===== src/rtl/apb_pkg.sv =====
// Shared types and address-map constants for the APB master and its decoder.
package apb_pkg;
   localparam int          NUM_SLAVES  = 4;
   localparam int          SEL_W       = NUM_SLAVES;
   localparam logic [31:0] BASE_ADDR   = 32'h1000_0000;
   localparam logic [31:0] REGION_SIZE = 32'h0000_1000;

   typedef enum logic [1:0] {IDLE, SETUP, ACCESS, ERROR} state_t;

   // 4 KB page number (addr[31:12]) owned by slave idx
   function automatic logic [19:0] slave_page(input int idx);
      logic [31:0] base;
      base = BASE_ADDR + REGION_SIZE * 32'(idx);
      return base[31:12];
   endfunction
endpackage


===== src/rtl/apb_addr_decoder.sv =====
// Maps a byte address onto a one-hot slave select plus a mapped flag.
module apb_addr_decoder
   import apb_pkg::*;
(
   input  logic [31:0]      addr,
   output logic [SEL_W-1:0] sel,
   output logic             mapped
);

   always_comb begin
      sel = '0;
      for (int i = 0; i < NUM_SLAVES; i++)
         sel[i] = (addr[31:12] == slave_page(i));
      mapped = |sel;
   end

endmodule


===== src/rtl/apb_master.sv =====
// Single-outstanding APB master: core request -> SETUP/ACCESS with timeout,
// unmapped addresses answered by a one-cycle ERROR completion.
module apb_master
   import apb_pkg::*;
#(
   parameter int TIMEOUT = 255
) (
   input  logic             PCLK,
   input  logic             PRESET,
   input  logic             transfer,
   input  logic             write,
   input  logic [31:0]      addr,
   input  logic [31:0]      wdata,
   output logic [31:0]      rdata,
   output logic             ready,
   output logic             err,
   output logic [31:0]      PADDR,
   output logic [31:0]      PWDATA,
   output logic             PWRITE,
   output logic             PENABLE,
   output logic [SEL_W-1:0] PSEL,
   input  logic [31:0]      PRDATA0,
   input  logic [31:0]      PRDATA1,
   input  logic [31:0]      PRDATA2,
   input  logic [31:0]      PRDATA3,
   input  logic             PREADY0,
   input  logic             PREADY1,
   input  logic             PREADY2,
   input  logic             PREADY3
);

   localparam int               CNT_W   = (TIMEOUT < 2) ? 1 : $clog2(TIMEOUT + 1);
   localparam logic [CNT_W-1:0] CNT_MAX = CNT_W'(TIMEOUT);

   state_t                           state, next_state;
   logic [SEL_W-1:0]                 sel_q, dec_sel;
   logic                             dec_mapped;
   logic [CNT_W-1:0]                 wait_cnt;
   logic [NUM_SLAVES-1:0][31:0]      prdata;
   logic [NUM_SLAVES-1:0]            pready_vec;
   logic                             sel_ready;
   logic [31:0]                      sel_rdata;

   assign prdata     = {PRDATA3, PRDATA2, PRDATA1, PRDATA0};
   assign pready_vec = {PREADY3, PREADY2, PREADY1, PREADY0};

   apb_addr_decoder u_dec (
      .addr   (addr),
      .sel    (dec_sel),
      .mapped (dec_mapped)
   );

   // sel_q is one-hot, so an OR-mux keeps non-selected slaves out
   always_comb begin
      sel_ready = 1'b0;
      sel_rdata = '0;
      for (int i = 0; i < NUM_SLAVES; i++) begin
         if (sel_q[i]) begin
            sel_ready = sel_ready | pready_vec[i];
            sel_rdata = sel_rdata | prdata[i];
         end
      end
   end

   always_ff @(posedge PCLK or posedge PRESET) begin
      if (PRESET) begin
         state    <= IDLE;
         PADDR    <= '0;
         PWDATA   <= '0;
         PWRITE   <= 1'b0;
         sel_q    <= '0;
         wait_cnt <= '0;
      end else begin
         state <= next_state;
         if (state == IDLE && transfer && dec_mapped) begin
            PADDR  <= addr;
            PWDATA <= wdata;
            PWRITE <= write;
            sel_q  <= dec_sel;
         end
         if (state == ACCESS && next_state == ACCESS)
            wait_cnt <= wait_cnt + 1'b1;
         else
            wait_cnt <= '0;
      end
   end

   always_comb begin
      next_state = state;
      ready      = 1'b0;
      err        = 1'b0;
      rdata      = '0;
      PSEL       = '0;
      PENABLE    = 1'b0;
      case (state)
         IDLE: begin
            if (transfer) next_state = dec_mapped ? SETUP : ERROR;
         end
         SETUP: begin
            PSEL       = sel_q;
            next_state = ACCESS;
         end
         ACCESS: begin
            PSEL    = sel_q;
            PENABLE = 1'b1;
            if (sel_ready) begin
               ready      = 1'b1;
               rdata      = PWRITE ? '0 : sel_rdata;
               next_state = IDLE;
            end else if (wait_cnt == CNT_MAX) begin
               ready      = 1'b1;
               err        = 1'b1;
               next_state = IDLE;
            end
         end
         ERROR: begin
            ready      = 1'b1;
            err        = 1'b1;
            next_state = IDLE;
         end
         default: next_state = IDLE;
      endcase
   end

endmodule


===== config.mk =====
export PLATFORM = sky130hd
export DESIGN_NAME = apb_master
export DESIGN_NICKNAME = d
export VERILOG_FILES = /design/src/rtl/apb_pkg.sv /design/src/rtl/apb_addr_decoder.sv /design/src/rtl/apb_master.sv
export SDC_FILE = /design/constraint.sdc
export NUM_CORES = 1
export LEC_CHECK = 0
export ABC_AREA = 1
export CORE_AREA = 2 2 117 119
export CTS_BUF_LIST = sky130_fd_sc_hd__clkbuf_4 sky130_fd_sc_hd__clkbuf_8
export CTS_CLUSTER_DIAMETER = 100
export DETAILED_ROUTE_END_ITERATION = 6
export DIE_AREA = 0 0 119 121
export PLACE_DENSITY = 0.82
export SLEW_MARGIN = 15
export SYNTH_ARGS = -nofsm -noshare
export SYNTH_HDL_FRONTEND = slang
export SYNTH_SLANG_ARGS = --single-unit

===== constraint.sdc =====
create_clock -name PCLK -period 5.5 [get_ports PCLK]
set_input_delay 1.65 -clock PCLK [delete_from_list [all_inputs] [get_ports PCLK]]
set_output_delay 1.65 -clock PCLK [all_outputs]
set_load 0.05 [all_outputs]

==> results.yml, run 1 <==
worst_setup_path:
  crit_buf_inv: 3
  cp_slowest_cell: "clkdlybuf4s50_1"
  worst-path-max-fanout: 27
  critPathTopFamily: "simple AND/OR/NAND/NOR gates"
  cp_data_required_time_ps: 3850
  r2r_cells: 7
  start_kind: "primary input"
  r2r_slack_ps: 3570
  r2r_start: "state[0]$_DFF_PP0_"
  crit_arrival_ps: 3370
  endpoint_kind: "primary output"
  cp_cell_sequence: "clkdlybuf4s50_1 > nand2_1 > nand2_1 > nor2_1 > or3_1 > buf_12 > nor2_1 > buf_12"
  critPathLaunch: "PREADY1"
  crit_type: "primary input to primary output"
  path_depth: 8
  reg2reg_to: "PWDATA[4]$_DFFE_PP0P_"
  worstSetupEndpoint: "rdata[20]"
  max_stage_delay_ps: 460
routing:
  drc: 0
  drtAntennaViolNets: 0
  wl_per_cell_um: 17.33
  viasPerCell: 4.678
  first_pass_iters: 7
  drtIter0Drc: 262
  vias: 4533
  totalWireLength_mm: 16.79
status:
  status: "complete, no violations"
global_route:
  grt_use_total: 0.2281
  use_met3: 0.08459
  grt-busiest-layer: "met2"
  gr-total-overflow: 0
  antenna_found_initial: 1
  first_global_vias: 4584
  grt_max_degree: 56
  gr-usage-met2: 0.4124
  gr-usage-met1: 0.2333
  grt_first_pass_wirelength_mm: 25.34
placed_design:
  place_congestion: 0.8545
  hpwlAfterDp_mm: 13.28
  post-place-ws_ps: 441.0
  place_inst: 952
  io_buffers: 303
clocking:
  clockBufferDepth: 2
  cts_setup_buffers: 0
  cts.sinks: 79
  clk_latency_ps: 350
  cts_tree: "yes"
  htree_levels: 3
  clock-root-buffer: "clkbuf_8"
  cts_hold_buf: 0
  cts_resized: 0
  clk_pin_slew_ps: 90
  cts_buffers: 9
floorplan:
  io_pins: 304
  die_h_um: 121
  rows: 42
  die_x_um: 119
  core_area_um2: 13090
  start_util: 0.3125
  die-area_um2: 14400
final_layout:
  final_cells: 969
  area_growth_pct: 89.26
  drive_above_1_share: 0.08586
  finalNetCount: 993
timing:
  fin_setup_tns_ps: 0
  tightest_slew_ps: 716.9
  fin_worst_skew_ps: 5.277
  post-route-period-util: 0.9128
  setup_viol: 0
  timing.final.ws_setup_ps: 479.5
  fmax_mhz: 199.2
  slew_headroom: 0.5213
  period_minus_slack_ps: 5021
  rsz0062_at_grt: "no"
  finalHoldViolCount: 0
  maxSlewViolCount: 0
yosys:
  yosysWarnings: 0
  ys_ff_latch: 79
  syn_nets: 699
  yosysUniqueCellTypes: 27
  netlist_area_um2: 4089
  synthCells: 493
  ys_seq_area_frac: 0.4835
  avgSynthCellArea_um2: 8.294
power_and_ir_drop:
  p_comb_frac: 0.228
  clock_power_share: 0.314
  p_switching_mw: 0.3789
  seqPwrFrac: 0.458
  p_sw_frac: 0.2891
  p_leak_nw: 3.489
  power_density_nw_per_um2: 169.4
  p_int_mw: 0.9317
  peakVddDrop_v: 0.0001910
flow_run:
  cap_violations: 0
hold_path:
  hold_class: "flip-flop to flip-flop"
[state kept, by name (all words and copies together) (netlist names)]
signal and flops:
PWRITE 1, state 2, wait_cnt 8, PADDR 32
PWDATA 32, sel_q 4
[metrics by stage]
stage,util,hold slack [ps],power (mW),area (um^2)
after global routing,0.5912,502.2,1.376,7736
final,0.5914,480.4,1.311,7739
after CTS,0.5912,478.4,1.326,7736
after global placement,0.5769,453.8,0.9095,7548
after floorplan,-,432.9,0.7229,4089
after detailed placement,0.5769,464.2,0.9135,7548
[how the worst min path moves through the flow]
stage,startpoint,end,slack [ps],cells after the start
2_1_floorplan,wait_cnt[0]$_DFF_PP0_,wait_cnt[0]$_DFF_PP0_,430,1
3_3_place_gp,wait_cnt[0]$_DFF_PP0_,wait_cnt[0]$_DFF_PP0_,450,1
3_5_place_dp,PWDATA[23]$_DFFE_PP0P_,PWDATA[23]$_DFFE_PP0P_,460,2
4_1_cts,wait_cnt[0]$_DFF_PP0_,wait_cnt[0]$_DFF_PP0_,480,1
5_1_grt,wait_cnt[0]$_DFF_PP0_,wait_cnt[0]$_DFF_PP0_,500,1
6_report,wait_cnt[0]$_DFF_PP0_,wait_cnt[0]$_DFF_PP0_,480,1
[synthesized netlist by cell type]
cell / number / area, um^2
or2_2: 1 / 6.260
or2_1: 1 / 6.260
or3_1: 1 / 6.260
nand3_1: 5 / 25.02
a21oi_2: 1 / 8.760
nand3_2: 2 / 20.02
nand4_1: 1 / 6.260
o31ai_1: 1 / 7.510
nand3b_1: 3 / 22.52
xnor2_1: 1 / 8.760
nor2_1: 74 / 277.8
inv_2: 1 / 3.750
a221oi_1: 32 / 280.3
nor2_2: 1 / 6.260
o21ai_0: 3 / 15.01
dfrtp_1: 79 / 1977
o21ai_1: 2 / 10.01
xor2_1: 5 / 43.79
buf_2: 6 / 30.03
o211ai_1: 1 / 7.510
buf_6: 9 / 101.4
nand2_1: 173 / 649.4
a22o_1: 32 / 280.3
buf_4: 5 / 37.54
clkbuf_1: 12 / 45.04
ha_1: 6 / 75.07
inv_1: 35 / 131.4
[final cells by class]
cell class	count	area (um^2)
antenna	1	2.502
clock buffer	9	123.9
clock inverter	7	63.81
fill	1138	5346
inverter	36	135.1
multi-input combinational	346	1763
sequential	79	1977
tap	176	220.2
timing repair buffer	315	3453
[placed cells by master (no fill, tap or decap), types with 3 or more instances in the layout]
master / count
dfrtp_1: 79
inv_1: 34
buf_12: 33
nand2_1: 173
nand3_1: 5
clkdlybuf4s50_1: 270
a22o_1: 32
o21ai_0: 3
xor2_1: 5
ha_1: 6
a221oi_1: 32
clkbuf_8: 9
nor2_1: 74
buf_4: 12
nand3b_1: 3
[power by group through the flow]
| stage | combinational, mW | sequential (mW) | clock [mW] |
|---|---|---|---|
| final | 0.298 | 0.601 | 0.411 |
| after global routing | 0.325 | 0.603 | 0.448 |
| after CTS | 0.302 | 0.601 | 0.423 |
| after floorplan | 0.113 | 0.610 | 0 |
| after detailed placement | 0.301 | 0.612 | 0 |
| after global placement | 0.298 | 0.612 | 0 |
[cell families (layout without fill, tap and decap cells)]
kind of cell / Yosys count / in the layout / share of synthesized area
AND/OR/NAND/NOR: 262 / 262 / 0.2509
flip-flops: 79 / 79 / 0.4835
AO/OA/AOI/OAI: 72 / 72 / 0.1490
buffers and inverters: 68 / 367 / 0.08537
adder cells (fa/ha/maj): 6 / 6 / 0.01836
XOR/XNOR: 6 / 6 / 0.01285
other: 0 / 1 / 0
[metal layers]
layer  share of wire  wire length (um)
met5               0                 0
met4           0.042               701
met3           0.092              1544
met2            0.51              8590
met1            0.35              5956
(Power assumes the default switching activity.)
==> inputs of run 2 (changes only) <==
--- a/config.mk
+++ b/config.mk
@@ -6,6 +6,7 @@
 export NUM_CORES = 1
 export LEC_CHECK = 0
 export ABC_AREA = 1
+export CAP_MARGIN = 20
 export CORE_AREA = 2 2 117 119
 export CTS_BUF_LIST = sky130_fd_sc_hd__clkbuf_4 sky130_fd_sc_hd__clkbuf_8
 export CTS_CLUSTER_DIAMETER = 100
==> results of run 2 <==
Same layout as run 1: the final DEF is identical, and so are final timing and power.
==> inputs of run 3 (changes only) <==
==> constraint.sdc (replaced) <==
create_clock -name PCLK -period 5.5 [get_ports PCLK]
set_input_delay 1.1 -clock PCLK [delete_from_list [all_inputs] [get_ports PCLK]]
set_output_delay 1.1 -clock PCLK [all_outputs]
set_load 0.05 [all_outputs]
==> run 3 against run 2 <==
Compared with the run above: cell count fell by 0.10%; first-iteration DRC count shrank 5.7%; die area did not move; design area decreased by 3.6%; combinational power increased by 1%; worst hold slack got worse by 17 ps; clock power grew 18%; sequential power is essentially flat; count of clock-buffer cells in the layout unchanged; sequential cell count unchanged; critical path depth is the same; largest power group unchanged; total power increased by 6.1%; critical endpoint is now rdata[7].
==> results.yml, run 3 (synthesis gave the netlist of run 1 again) <==
worst_setup_path:
  crit_arrival_ps: 3430
  crit_type: "primary input to primary output"
  worst-path-max-fanout: 27
  endpoint_kind: "primary output"
  cp_data_required_time_ps: 4400
  start_kind: "primary input"
timing:
  period_minus_slack_ps: 4526
  setup_viol: 0
  fin_setup_tns_ps: 0
  rsz0062_at_grt: "no"
  tightest_slew_ps: 672.4
  slew_headroom: 0.5517
  fin_worst_skew_ps: 12.87
  maxSlewViolCount: 0
  finalHoldViolCount: 0
  post-route-period-util: 0.8230
  fmax_mhz: 220.9
final_layout:
  fill_cells: 1143
  finalNetCount: 990
  final_cell_mix: "clkdlybuf4s50_1, nand2_1, dfrtp_1"
  area_growth_pct: 82.41
  mostFrequentLayoutCell: "clkdlybuf4s50_1"
  seq_area_um2: 1977
  top_regs: "PADDR (32), PWDATA (32), wait_cnt (8)"
  drive_above_1_share: 0.04183
  multi_input_area_um2: 1763
placed_design:
  io_buffers: 303
  place_congestion: 0.8474
  hpwlAfterDp_mm: 12.45
clocking:
  htree_levels: 3
  cts_resized: 0
  clock-root-buffer: "clkbuf_8"
  cts_buffers: 9
  cts_tree: "yes"
  cts_setup_buffers: 0
  cts.sinks: 79
  cts_hold_buf: 0
  clockBufferDepth: 2
  clk_pin_slew_ps: 90
  clk_latency_ps: 360
flow_run:
  cap_violations: 0
floorplan:
  rows: 42
  die_x_um: 119
  start_util: 0.3125
  die_h_um: 121
  io_pins: 304
  die-area_um2: 14400
  core_area_um2: 13090
routing:
  vias: 4461
  first_pass_iters: 4
  drc: 0
  drtIter0Drc: 247
  wl_per_cell_um: 16.63
  drtAntennaViolNets: 0
  totalWireLength_mm: 16.10
  viasPerCell: 4.608
global_route:
  antenna_found_initial: 1
  grt_first_pass_wirelength_mm: 24.34
  grt_use_total: 0.2184
  first_global_vias: 4530
  grt_max_degree: 65
  gr-total-overflow: 0
power_and_ir_drop:
  power.total_mw: 1.391
  peakVddDrop_v: 0.0002411
  p_leak_nw: 3.351
  power_density_nw_per_um2: 186.4
hold_path:
  hold_class: "flip-flop to flip-flop"
status:
  status: "complete, no violations"
## run 3: cell count changes in the layout (fill, tap and decap cells not counted), sizes merged
cell	change
inv	-1
diode	+2
buf	-35
bufinv	+2
clkinvlp	-1
clkdlybuf4s50	+32
## run 3: layout make-up
type | count | area share
Antenna cell | 3 | 0.001007
Clock buffer | 9 | 0.01661
Clock inverter | 7 | 0.01359
Inverter | 36 | 0.01812
Multi-Input combinational cell | 346 | 0.2364
Sequential cell | 79 | 0.2651
Tap cell | 176 | 0.02953
Timing Repair Buffer | 312 | 0.4197
## run 3: per-stage QoR
step / setup slack (ps) / hold WS (ps) / area [um^2] / util / instances
2_1_floorplan: 1860 / 432.9 / 4089 / - / 493
3_3_place_gp: 811.6 / 451.4 / 7171 / 0.5480 / 946
3_5_place_dp: 720.0 / 457.4 / 7171 / 0.5480 / 946
4_1_cts: 720.1 / 468.5 / 7396 / 0.5652 / 962
5_1_grt: 873.4 / 496.9 / 7453 / 0.5696 / 966
6_report: 973.8 / 463.9 / 7458 / 0.5700 / 968
## run 3: final timing paths
| check | startpoint | endpoint | slack [ps] | cells past startpoint |
|---|---|---|---|---|
| worst max-delay path | PREADY3 | rdata[7] | 970 | 8 |
| worst min-delay path | wait_cnt[0]$_DFF_PP0_ | wait_cnt[0]$_DFF_PP0_ | 460 | 1 |
| worst max register to register | state[1]$_DFF_PP0_ | PADDR[28]$_DFFE_PP0P_ | 3140 | 7 |
| worst min register to register | wait_cnt[0]$_DFF_PP0_ | wait_cnt[0]$_DFF_PP0_ | 460 | 1 |
| max in group asynchronous | PRESET | PWDATA[27]$_DFFE_PP0P_ | 3580 | 4 |
| min in group asynchronous | PRESET | PWDATA[16]$_DFFE_PP0P_ | 990 | 2 |
## run 3: per-layer routing
metal,global-route usage,share of wire,wire [um]
met4,0.09524,0.035,566
met3,0.07284,0.089,1427
met5,0,0,0
met2,0.3926,0.51,8160
met1,0.2332,0.37,5947
## run 3: where the power goes
| group | internal [mW] | total (mW) | switching, mW |
|---|---|---|---|
| clock network | 0.261 | 0.487 | 0.226 |
| registers | 0.590 | 0.601 | 0.0108 |
| logic | 0.170 | 0.302 | 0.132 |
| total | 1.02 | 1.39 | 0.369 |
## run 3: worst max-delay path, stage by stage
cell,delay (ps)
clkdlybuf4s50_1,450
nand2_1,50
nand2_1,90
nor2_1,70
or3_1,440
buf_8,220
nor2_1,150
clkdlybuf4s50_1,820
